$ cat src/rtl/axis_fork_pkg.sv
// Shared encodings and the circular priority search for the AXI-Stream fork dispatcher.
// The search is sized for the 16-channel maximum; callers zero-pad narrower vectors.
package axis_fork_pkg;

   localparam logic [1:0] MODE_UNICAST = 2'd0;
   localparam logic [1:0] MODE_RR      = 2'd1;
   localparam logic [1:0] MODE_BCAST   = 2'd2;

   typedef enum logic [1:0] {
      S_IDLE    = 2'd0,
      S_DATA    = 2'd1,
      S_TRAILER = 2'd2
   } state_t;

   // Returns {found, index} of the first set bit of cand at or after ptr, wrapping at m.
   // Iterating from the far end lets the nearest candidate overwrite the result last.
   function automatic logic [4:0] rr_pick(input logic [15:0] cand,
                                          input logic [3:0]  ptr,
                                          input int unsigned m);
      logic [4:0] idx;
      logic [4:0] res;
      res = '0;
      for (int k = 15; k >= 0; k--) begin
         idx = {1'b0, ptr} + 5'(k);
         if (idx >= 5'(m)) idx = idx - 5'(m);
         if (k < int'(m) && cand[idx[3:0]]) res = {1'b1, idx[3:0]};
      end
      return res;
   endfunction

endpackage

$ cat src/rtl/axis_fork_slot.sv
// One-entry registered output slot with AXI-Stream valid/ready.
// A load in the same cycle as a drain refills the slot, so it sustains one beat per cycle.
module axis_fork_slot #(
   parameter int unsigned DATA_WIDTH = 64
) (
   input  logic                  clk,
   input  logic                  rst,
   input  logic                  load,
   input  logic [DATA_WIDTH-1:0] load_data,
   input  logic                  load_last,
   input  logic                  ready,
   output logic                  valid,
   output logic [DATA_WIDTH-1:0] data,
   output logic                  last
);

   always_ff @(posedge clk or posedge rst) begin
      if (rst) begin
         valid <= 1'b0;
         data  <= '0;
         last  <= 1'b0;
      end else if (load) begin
         valid <= 1'b1;
         data  <= load_data;
         last  <= load_last;
      end else if (ready) begin
         valid <= 1'b0;
      end
   end

endmodule

$ cat src/rtl/axis_fork_dispatch.sv
// AXI-Stream 1-to-M fork: unicast, per-beat round-robin or broadcast into per-output slots,
// with an optional all-ones trailer beat to every enabled output after each frame.
module axis_fork_dispatch
   import axis_fork_pkg::*;
#(
   parameter int unsigned           M_COUNT      = 4,
   parameter int unsigned           DATA_WIDTH   = 64,
   parameter bit                    TRAILER_EN   = 1'b1,
   parameter logic [DATA_WIDTH-1:0] TRAILER_WORD = '1,
   parameter int unsigned           CNT_W        = 16
) (
   input  logic                          clk,
   input  logic                          rst,
   input  logic [1:0]                    mode,
   input  logic [M_COUNT-1:0]            chan_mask,
   input  logic [DATA_WIDTH-1:0]         s_axis_tdata,
   input  logic                          s_axis_tlast,
   input  logic                          s_axis_tvalid,
   output logic                          s_axis_tready,
   output logic [M_COUNT*DATA_WIDTH-1:0] m_axis_tdata,
   output logic [M_COUNT-1:0]            m_axis_tlast,
   output logic [M_COUNT-1:0]            m_axis_tvalid,
   input  logic [M_COUNT-1:0]            m_axis_tready,
   output logic                          busy,
   output logic [CNT_W-1:0]              frame_count
);

   state_t                  state_q, state_d;
   logic [1:0]              mode_q, eff_mode;
   logic [M_COUNT-1:0]      mask_q, eff_mask;
   logic [M_COUNT-1:0]      slot_vld, can_acc, load;
   logic [3:0]              ptr_q;
   logic [CNT_W-1:0]        cnt_q;
   logic [15:0]             mask16, can16, load16;
   logic [4:0]              uni_sel, rr_sel;
   logic                    data_phase, data_rdy, bcast_ok, hs, trl_fire, start;
   logic [DATA_WIDTH-1:0]   load_data;
   logic                    load_last;

   assign can_acc = ~slot_vld | m_axis_tready;
   assign start   = (state_q == S_IDLE) && s_axis_tvalid && (chan_mask != '0);

   always_comb begin
      // In IDLE the first beat is dispatched with the values about to be latched.
      eff_mode   = (state_q == S_IDLE) ? mode      : mode_q;
      eff_mask   = (state_q == S_IDLE) ? chan_mask : mask_q;
      mask16     = 16'(eff_mask);
      can16      = 16'(can_acc);
      uni_sel    = rr_pick(mask16, 4'd0, M_COUNT);
      rr_sel     = rr_pick(mask16 & can16, ptr_q, M_COUNT);
      bcast_ok   = &(can16 | ~mask16);
      data_phase = ((state_q == S_IDLE) && (chan_mask != '0)) || (state_q == S_DATA);

      data_rdy = 1'b0;
      load16   = '0;
      case (eff_mode)
         MODE_UNICAST: begin
            data_rdy = uni_sel[4] && can16[uni_sel[3:0]];
            load16   = 16'd1 << uni_sel[3:0];
         end
         MODE_RR: begin
            data_rdy = rr_sel[4];
            load16   = 16'd1 << rr_sel[3:0];
         end
         default: begin
            data_rdy = bcast_ok;
            load16   = mask16;
         end
      endcase

      s_axis_tready = data_phase && data_rdy;
      hs            = s_axis_tvalid && s_axis_tready;
      trl_fire      = (state_q == S_TRAILER) && bcast_ok;

      load      = '0;
      load_data = s_axis_tdata;
      load_last = TRAILER_EN ? 1'b0 : s_axis_tlast;
      if (hs) begin
         load = load16[M_COUNT-1:0];
      end else if (trl_fire) begin
         load      = mask_q;
         load_data = TRAILER_WORD;
         load_last = 1'b1;
      end

      state_d = state_q;
      case (state_q)
         S_IDLE:    if (start) state_d = S_DATA;
         S_TRAILER: if (trl_fire) state_d = S_IDLE;
         default:   ;
      endcase
      if (hs && s_axis_tlast) state_d = TRAILER_EN ? S_TRAILER : S_IDLE;
   end

   always_ff @(posedge clk or posedge rst) begin
      if (rst) state_q <= S_IDLE;
      else     state_q <= state_d;
   end

   always_ff @(posedge clk or posedge rst) begin
      if (rst) begin
         mode_q <= MODE_UNICAST;
         mask_q <= '0;
         ptr_q  <= '0;
         cnt_q  <= '0;
      end else begin
         if (start) begin
            mode_q <= mode;
            mask_q <= chan_mask;
         end
         if (hs && eff_mode == MODE_RR)
            ptr_q <= ({1'b0, rr_sel[3:0]} == 5'(M_COUNT - 1)) ? 4'd0 : rr_sel[3:0] + 4'd1;
         if (hs && s_axis_tlast)
            cnt_q <= cnt_q + 1'b1;
      end
   end

   for (genvar i = 0; i < M_COUNT; i++) begin : g_slot
      axis_fork_slot #(.DATA_WIDTH(DATA_WIDTH)) u_slot (
         .clk       (clk),
         .rst       (rst),
         .load      (load[i]),
         .load_data (load_data),
         .load_last (load_last),
         .ready     (m_axis_tready[i]),
         .valid     (slot_vld[i]),
         .data      (m_axis_tdata[i*DATA_WIDTH +: DATA_WIDTH]),
         .last      (m_axis_tlast[i])
      );
   end

   assign m_axis_tvalid = slot_vld;
   assign busy          = (state_q != S_IDLE) || (|slot_vld);
   assign frame_count   = cnt_q;

endmodule
$ cat config.mk
export PLATFORM = sky130hd
export DESIGN_NAME = axis_fork_dispatch
export DESIGN_NICKNAME = d
export VERILOG_FILES = /design/src/rtl/axis_fork_pkg.sv /design/src/rtl/axis_fork_slot.sv /design/src/rtl/axis_fork_dispatch.sv
export SDC_FILE = /design/constraint.sdc
export NUM_CORES = 1
export LEC_CHECK = 0
export BUFFER_PORTS_ARGS = -buffer_cell sky130_fd_sc_hd__buf_4
export CAP_MARGIN = 10
export CELL_PAD_IN_SITES_DETAIL_PLACEMENT = 1
export CELL_PAD_IN_SITES_GLOBAL_PLACEMENT = 1
export CORE_UTILIZATION = 46
export CTS_BUF_LIST = sky130_fd_sc_hd__clkbuf_4
export CTS_CLUSTER_DIAMETER = 200
export CTS_CLUSTER_SIZE = 24
export DETAILED_ROUTE_END_ITERATION = 8
export HOLD_SLACK_MARGIN = 0.1
export PLACE_DENSITY_LB_ADDON = 0.08
export SYNTH_ARGS = -nofsm -noshare
export SYNTH_HDL_FRONTEND = slang
export SYNTH_SLANG_ARGS = --single-unit
$ cat constraint.sdc
create_clock -name clk -period 22.7 [get_ports clk]
set_input_delay 2.27 -clock clk [delete_from_list [all_inputs] [get_ports clk]]
set_output_delay 2.27 -clock clk [all_outputs]
set_load 0.02 [all_outputs]
Word level (Yosys, flattened, before mapping) --
Index checks and enable logic that the tools add are counted.
Storage, ports and cells: input port bits 78, output and inout port bits 282, word-level logic and storage cells 116, register bits after elaboration 292
Operators by class: order comparisons 9, equal/unequal tests 6, $add $sub $neg 9, shift-type cells 2, bitwise gates (word level) 5, mux-type cells 45, reductions and logical operators 23
Operator list (count):
- 64-bit two-way mux | 2
- 5-bit two-way mux | 8
- 4-bit two-way mux | 8
- 4-bit by 5-bit < comparator with 1-bit output (second input constant) | 5
- 1-bit binary-select mux with 4-bit select | 5
- 16-bit by 1-bit adder with 16-bit output (second input constant) | 1
- 4-bit inverter with 16-bit output | 1
- 4-bit by 16-bit OR with 16-bit output | 1
- 16-bit AND reduction | 1
- 4-bit by 3-bit subtractor with 4-bit output (second input constant) | 4
- 5-bit by 3-bit >= comparator with 1-bit output (second input constant) | 3
- 1-bit two-way mux | 15
- 4-bit by 2-bit adder with 5-bit output (second input constant) | 2
- 2-bit nonzero test | 5
- 1-bit logical AND | 9
- 2-bit two-way mux | 4
- 4-bit one-hot mux with 2 select lines | 1
- 1-bit by 4-bit left shift with 4-bit output (first input constant) | 2
- 3-bit by 2-bit inequality test with 1-bit output (second input constant) | 2
- 4-bit by 1-bit adder with 5-bit output (second input constant) | 1
- 4-bit by 1-bit adder with 4-bit output (second input constant) | 1
- 4-bit bitwise AND | 1
- 2-bit by 1-bit == test with 1-bit output (second input constant) | 2
- 4-bit by 2-bit == test with 1-bit output (second input constant) | 1
- 12 further kinds | 14

Longest topological paths before layout --
depth in word-level cells 15, depth in mapped cells 16, depth with buffers taken out 14

Hierarchy --
From an unflattened synthesis, not the netlist that was laid out.
Unflattened totals: cells, all modules 932, area total of the unflattened synthesis 13472.9 um2
Modules (own cells, without submodules):
- axis_fork_slot | times used 4, sequential area each 1651.6 um2, area each 2611.3 um2, cells each 141
- axis_fork_dispatch | times used 1, sequential area each 700.7 um2, area each 3027.9 um2, cells each 368

Worst setup path before layout --
Ideal clock, no wire load.
kind input -> output, from in chan_mask[2], to out s_axis_tready, arrival time 3.828 ns, slack 16.602 ns, buffers on the path 1, stages 7, required time 20.430 ns, path through or3b_1 buf_2 a211oi_2 nor2_1 o22ai_1 nor3_2 a21oi_1
Between the ends: longest elaborated chain between the ends 10, elaborated cells between the ends (all ways) 28, classes of those cells mux: 19; bitwise: 3; reduce/logical: 6
Ends and longest elaborated chain:
- from (decl) | RTL line axis_fork_dispatch.sv:15 | input logic [M_COUNT-1:0] chan_mask,
- 4-bit two-way mux | RTL line axis_fork_dispatch.sv:46 | eff_mask = (state_q == S_IDLE) ? chan_mask : mask_q;
- 4-bit bitwise AND | RTL line axis_fork_dispatch.sv:50 | rr_sel = rr_pick(mask16 & can16, ptr_q, M_COUNT);
- 1-bit binary-select mux with 4-bit select | RTL line axis_fork_pkg.sv:26 | if (k < int'(m) && cand[idx[3:0]]) res = {1'b1, idx[3:0]};
- 1-bit two-way mux (implied by the code) | RTL line axis_fork_pkg.sv:26
- 5-bit two-way mux (4 in a row) | RTL line axis_fork_pkg.sv:26
- 1-bit one-hot mux with 2 select lines | RTL line axis_fork_dispatch.sv:56 | case (eff_mode)
- 1-bit logical AND (*) | RTL line axis_fork_dispatch.sv:71 | s_axis_tready = data_phase && data_rdy;
- to (decl) | RTL line axis_fork_dispatch.sv:19 | output logic s_axis_tready,
Every way passes the cells marked *; elsewhere a longest branch is shown, timed or not. The select of a mux whose other input is x is not followed.

Final worst setup path --
from in chan_mask[3], to out s_axis_tready
Between the ends: longest elaborated chain between the ends 10, elaborated cells between the ends (all ways) 29, classes of those cells mux: 20; bitwise: 3; reduce/logical: 6
Ends and longest elaborated chain (RTL line):
- 4-bit two-way mux | axis_fork_dispatch.sv:46
- 4-bit bitwise AND / 5-bit two-way mux (equally long branches) | axis_fork_dispatch.sv:50, axis_fork_pkg.sv:26
- 1-bit binary-select mux with 4-bit select / 5-bit two-way mux (equally long branches) | axis_fork_pkg.sv:26
- 1-bit two-way mux (implied by the code) / 5-bit two-way mux (equally long branches) | axis_fork_pkg.sv:26
- 5-bit two-way mux | axis_fork_pkg.sv:26
- 5-bit two-way mux / 1-bit binary-select mux with 4-bit select (equally long branches) | axis_fork_pkg.sv:26, axis_fork_dispatch.sv:58
- 5-bit two-way mux / 1-bit two-way mux (equally long branches) | axis_fork_pkg.sv:26, axis_fork_dispatch.sv:58
- 5-bit two-way mux / 1-bit logical AND (equally long branches) | axis_fork_pkg.sv:26, axis_fork_dispatch.sv:58
- 1-bit one-hot mux with 2 select lines | axis_fork_dispatch.sv:56
- 1-bit logical AND (*) | axis_fork_dispatch.sv:71
Marks and branches as above.

==> impl_results.md <==
* Starting Density at 0.474
* Fin nets at 1,410
* # port buffers at roughly 360
* Seq/Total Area, Yosys at 0.567
* CTS Hold Bufs at 0
* Crit Path Class: in2out
* CTS root buffer: clkbuf_4
* Combinational power share at 0.613
* Initial antenna violation count at 2
* Std-Cell Rows at 60
* Drt first-iter violations at about 420
* Synthesized Nets at around 1,100
* FILL cells at just under 3,000
* Worst setup EP type: primary output
* Via count at roughly 9,500
* Post-CTS setup buffer count at 0
* Switching Power at ~0.0013 W
* Post-synth EDFFs at 0
* Layout cells sized above 1 at 0.416
* H-tree depth at 1
* Placeable Area at 27,200 um2
* Synth Register Bits at about 290
* DR WL/cell at 23.3 um
* Post-Synthesis Cells at approximately 1,000
* LEAKAGE at approximately 6.8 nW
* Avg Cell Area, Syn at approximately 13 um2
* Gr usage total at 0.274
* DP HPWL at between 20,000 and 30,000 um
* Main flop type after synthesis: dfrtp_1
* Final core occ at 0.587
* CTS buffer count at 16
* Worst skew pair latency at slightly above 700 ps
* Max stage delay on crit path at 470 ps
* Clock transition at path regs at roughly 230 ps
* Endpoints failing hold at 0
* Max stage delay cell, worst path: a211oi_1
* Fin Clk Skew at ~50 ps
* Measured slew at the worst slew-check pin at 1130 ps
* VDD IR-drop max at 0.0893 mV
* CP delay by family, top: compound AO/OA/AOI/OAI gates
* WL final at 39,300 um
* Worst r2r dst: g_slot[1].u_slot.data[56]
* GP Congestion at between 0.8 and 0.9
* Antenna Nets Post-Route at 0
* Pint at between 0.0015 and 0.002 W
* CTS tree: yes
* Max-cap violation count at 0
* CTS Buffer Depth at 3
* Worst reg2reg path depth at 13
* Commonest non-fill, non-tap cell in the layout: buf_4
* CP Buf/Inv Count at 2
* WHS Endpoint: frame_count[15]
* Initial DRT Pass Iterations at 4
* Crit Path Max Fanout at 5
* CTS sink cnt at between 200 and 300
* Sequential power share at 0.316
* Critical Path Most Common Cell: buf_4
* Sw Share at 0.444
* RSZ-0062 raised after global routing: no
* # setup viols final at 0
* R2R setup slack at roughly 17,000 ps
* Outcome: finished, final reports clean
* Startpoint types: input port
* Die width at ~170 um
* P per Cell Area at about 180 nW/um2
* Final Cell Area at 16,000 um2
* YS warnings at 0
* Worst r2r src: ptr_q[0]
* Unique masters post-synth at between 70 and 80
* Crit path arrival time at approximately 4300 ps
* CP cell instances: buf_4, or3b_4, a211oi_1, o221ai_1, o311ai_1, nand2_1, a21oi_1, buf_4
* Power share of the clock group at 0.071
* Gr ovfl total at 0
* DP Area at between 15,000 and 20,000 um2
* Leading cell types in the layout, fill and taps excluded: 369 x buf_4, 292 x dfrtp_1, 135 x nand2b_1, 134 x mux2_2, 128 x o22a_1
* Fin crit period at about 6500 ps
* Setup TNS at 0 ps
* Fin crit share at 0.288
* FMAX at between 0.15 and 0.2 GHz
* Area Growth Syn to Fin at 23.9%
* Max-slew violations at 0
* Worst Hold Launch: frame_count[15]
* Largest net degree at the start of global routing at 76
* Residual DRC count at 0
* Vias/cell at between 5 and 6
* Die area at about 29,000 um2
* Post-synth ARST share at 1.00
* I/O pins at 360
* Vias in the first global route at slightly above 10,000
* Global-route wire length before repair at 60,600 um
* Slew HR at 0.245
* Critical path data required time at 20,430 ps
* Post-CTS sizing at 0
* HP Class: reg2reg
* Hold path cells at 1
* Synth Cell Area at approximately 13,000 um2
* DIE HEIGHT at 169 um
metrics by stage:
stage	hold WS [ps]	setup slack, ps	total power, W	cells
4_1_cts	495	16210	0.00292	1690
5_1_grt	529	15980	0.00306	1692
6_report	491	16150	0.00289	1692
3_3_place_gp	466	16300	0.00265	1672
3_5_place_dp	468	16180	0.00271	1672
2_1_floorplan	448	12370	0.00205	999
cell families (layout without fill, tap and decap cells):
kind of cell	Yosys count	in the layout	share of synthesized area
other	0	2	0
flip-flops	292	292	0.567
adder cells (fa/ha/maj)	14	14	0.0136
multiplexers	142	142	0.124
buffers and inverters	85	404	0.0357
AO/OA/AOI/OAI	210	210	0.136
AND/OR/NAND/NOR	237	237	0.110
XOR/XNOR	19	19	0.0129
worst max path at each step:
stage                     slack, ps                         to  cells past startpoint          from
after floorplan               12370             frame_count[0]                      1           rst
after global placement        16300  g_slot[0].u_slot.data[35]                     11  chan_mask[3]
after detailed placement      16180  g_slot[1].u_slot.data[56]                     11  chan_mask[3]
after CTS                     16210              s_axis_tready                      8  chan_mask[3]
after global routing          15980              s_axis_tready                      8  chan_mask[3]
final                         16150              s_axis_tready                      8  chan_mask[3]
layer usage:
layer	global-route usage	share of wire	up-vias
li1	-	-	4210
met1	0.336	0.40	4944
met2	0.474	0.50	257
met3	0.0718	0.064	58
met4	0.0795	0.031	2
met5	0	0.00033	-
registers in the layout (all words and copies together) (netlist names):
name                 cells
mode_q                   2
frame_count             16
g_slot.u_slot.last       4
mask_q                   4
ptr_q                    4
state_q                  2
g_slot.u_slot.valid      4
g_slot.u_slot.data     256
power groups by stage:
stage	Clock [W]	Sequential (W)	Combinational, W
after CTS	0.000214	0.000915	0.00179
after global routing	0.000228	0.000943	0.00189
after floorplan	0	0.00116	0.000889
after detailed placement	0	0.000925	0.00179
final	0.000205	0.000914	0.00177
after global placement	0	0.000911	0.00174
worst reg2reg max path, cell delays in order (launching register included):
cell and delay, ps:
dfrtp_1 800, inv_1 310, ha_1 360, xnor2_1 160
ha_1 230, a211oi_1 320, a21oi_1 150, o311ai_1 390
nand3b_1 160, o31a_1 330, a211o_1 350, a21oi_4 840
buf_4 640, mux2_2 440
cells in the mapped netlist, types with 10 or more instances:
master | n | area share
inv_1 | 16 | 0.0047
nor2_1 | 15 | 0.0044
and2_1 | 10 | 0.0049
o22a_1 | 128 | 0.087
mux2_2 | 134 | 0.12
buf_2 | 19 | 0.0074
buf_4 | 21 | 0.012
clkbuf_1 | 22 | 0.0064
a21oi_1 | 15 | 0.0058
nand2_1 | 23 | 0.0067
nand2b_1 | 135 | 0.066
nand3_1 | 11 | 0.0043
xnor2_1 | 16 | 0.011
ha_1 | 14 | 0.014
dfrtp_1 | 292 | 0.57
cell type report:
cell class	count	area (um2)	area share
Timing Repair Buffer	369	2770	0.174
Sequential cell	292	7310	0.458
Clock buffer	16	120	0.00753
Multi-Input combinational cell	622	5160	0.324
Clock inverter	2	50.0	0.00314
Inverter	17	71.3	0.00447
Tap cell	372	465	0.0292
Antenna cell	2	5.00	0.000314
Power figures use the tool's default switching activity.
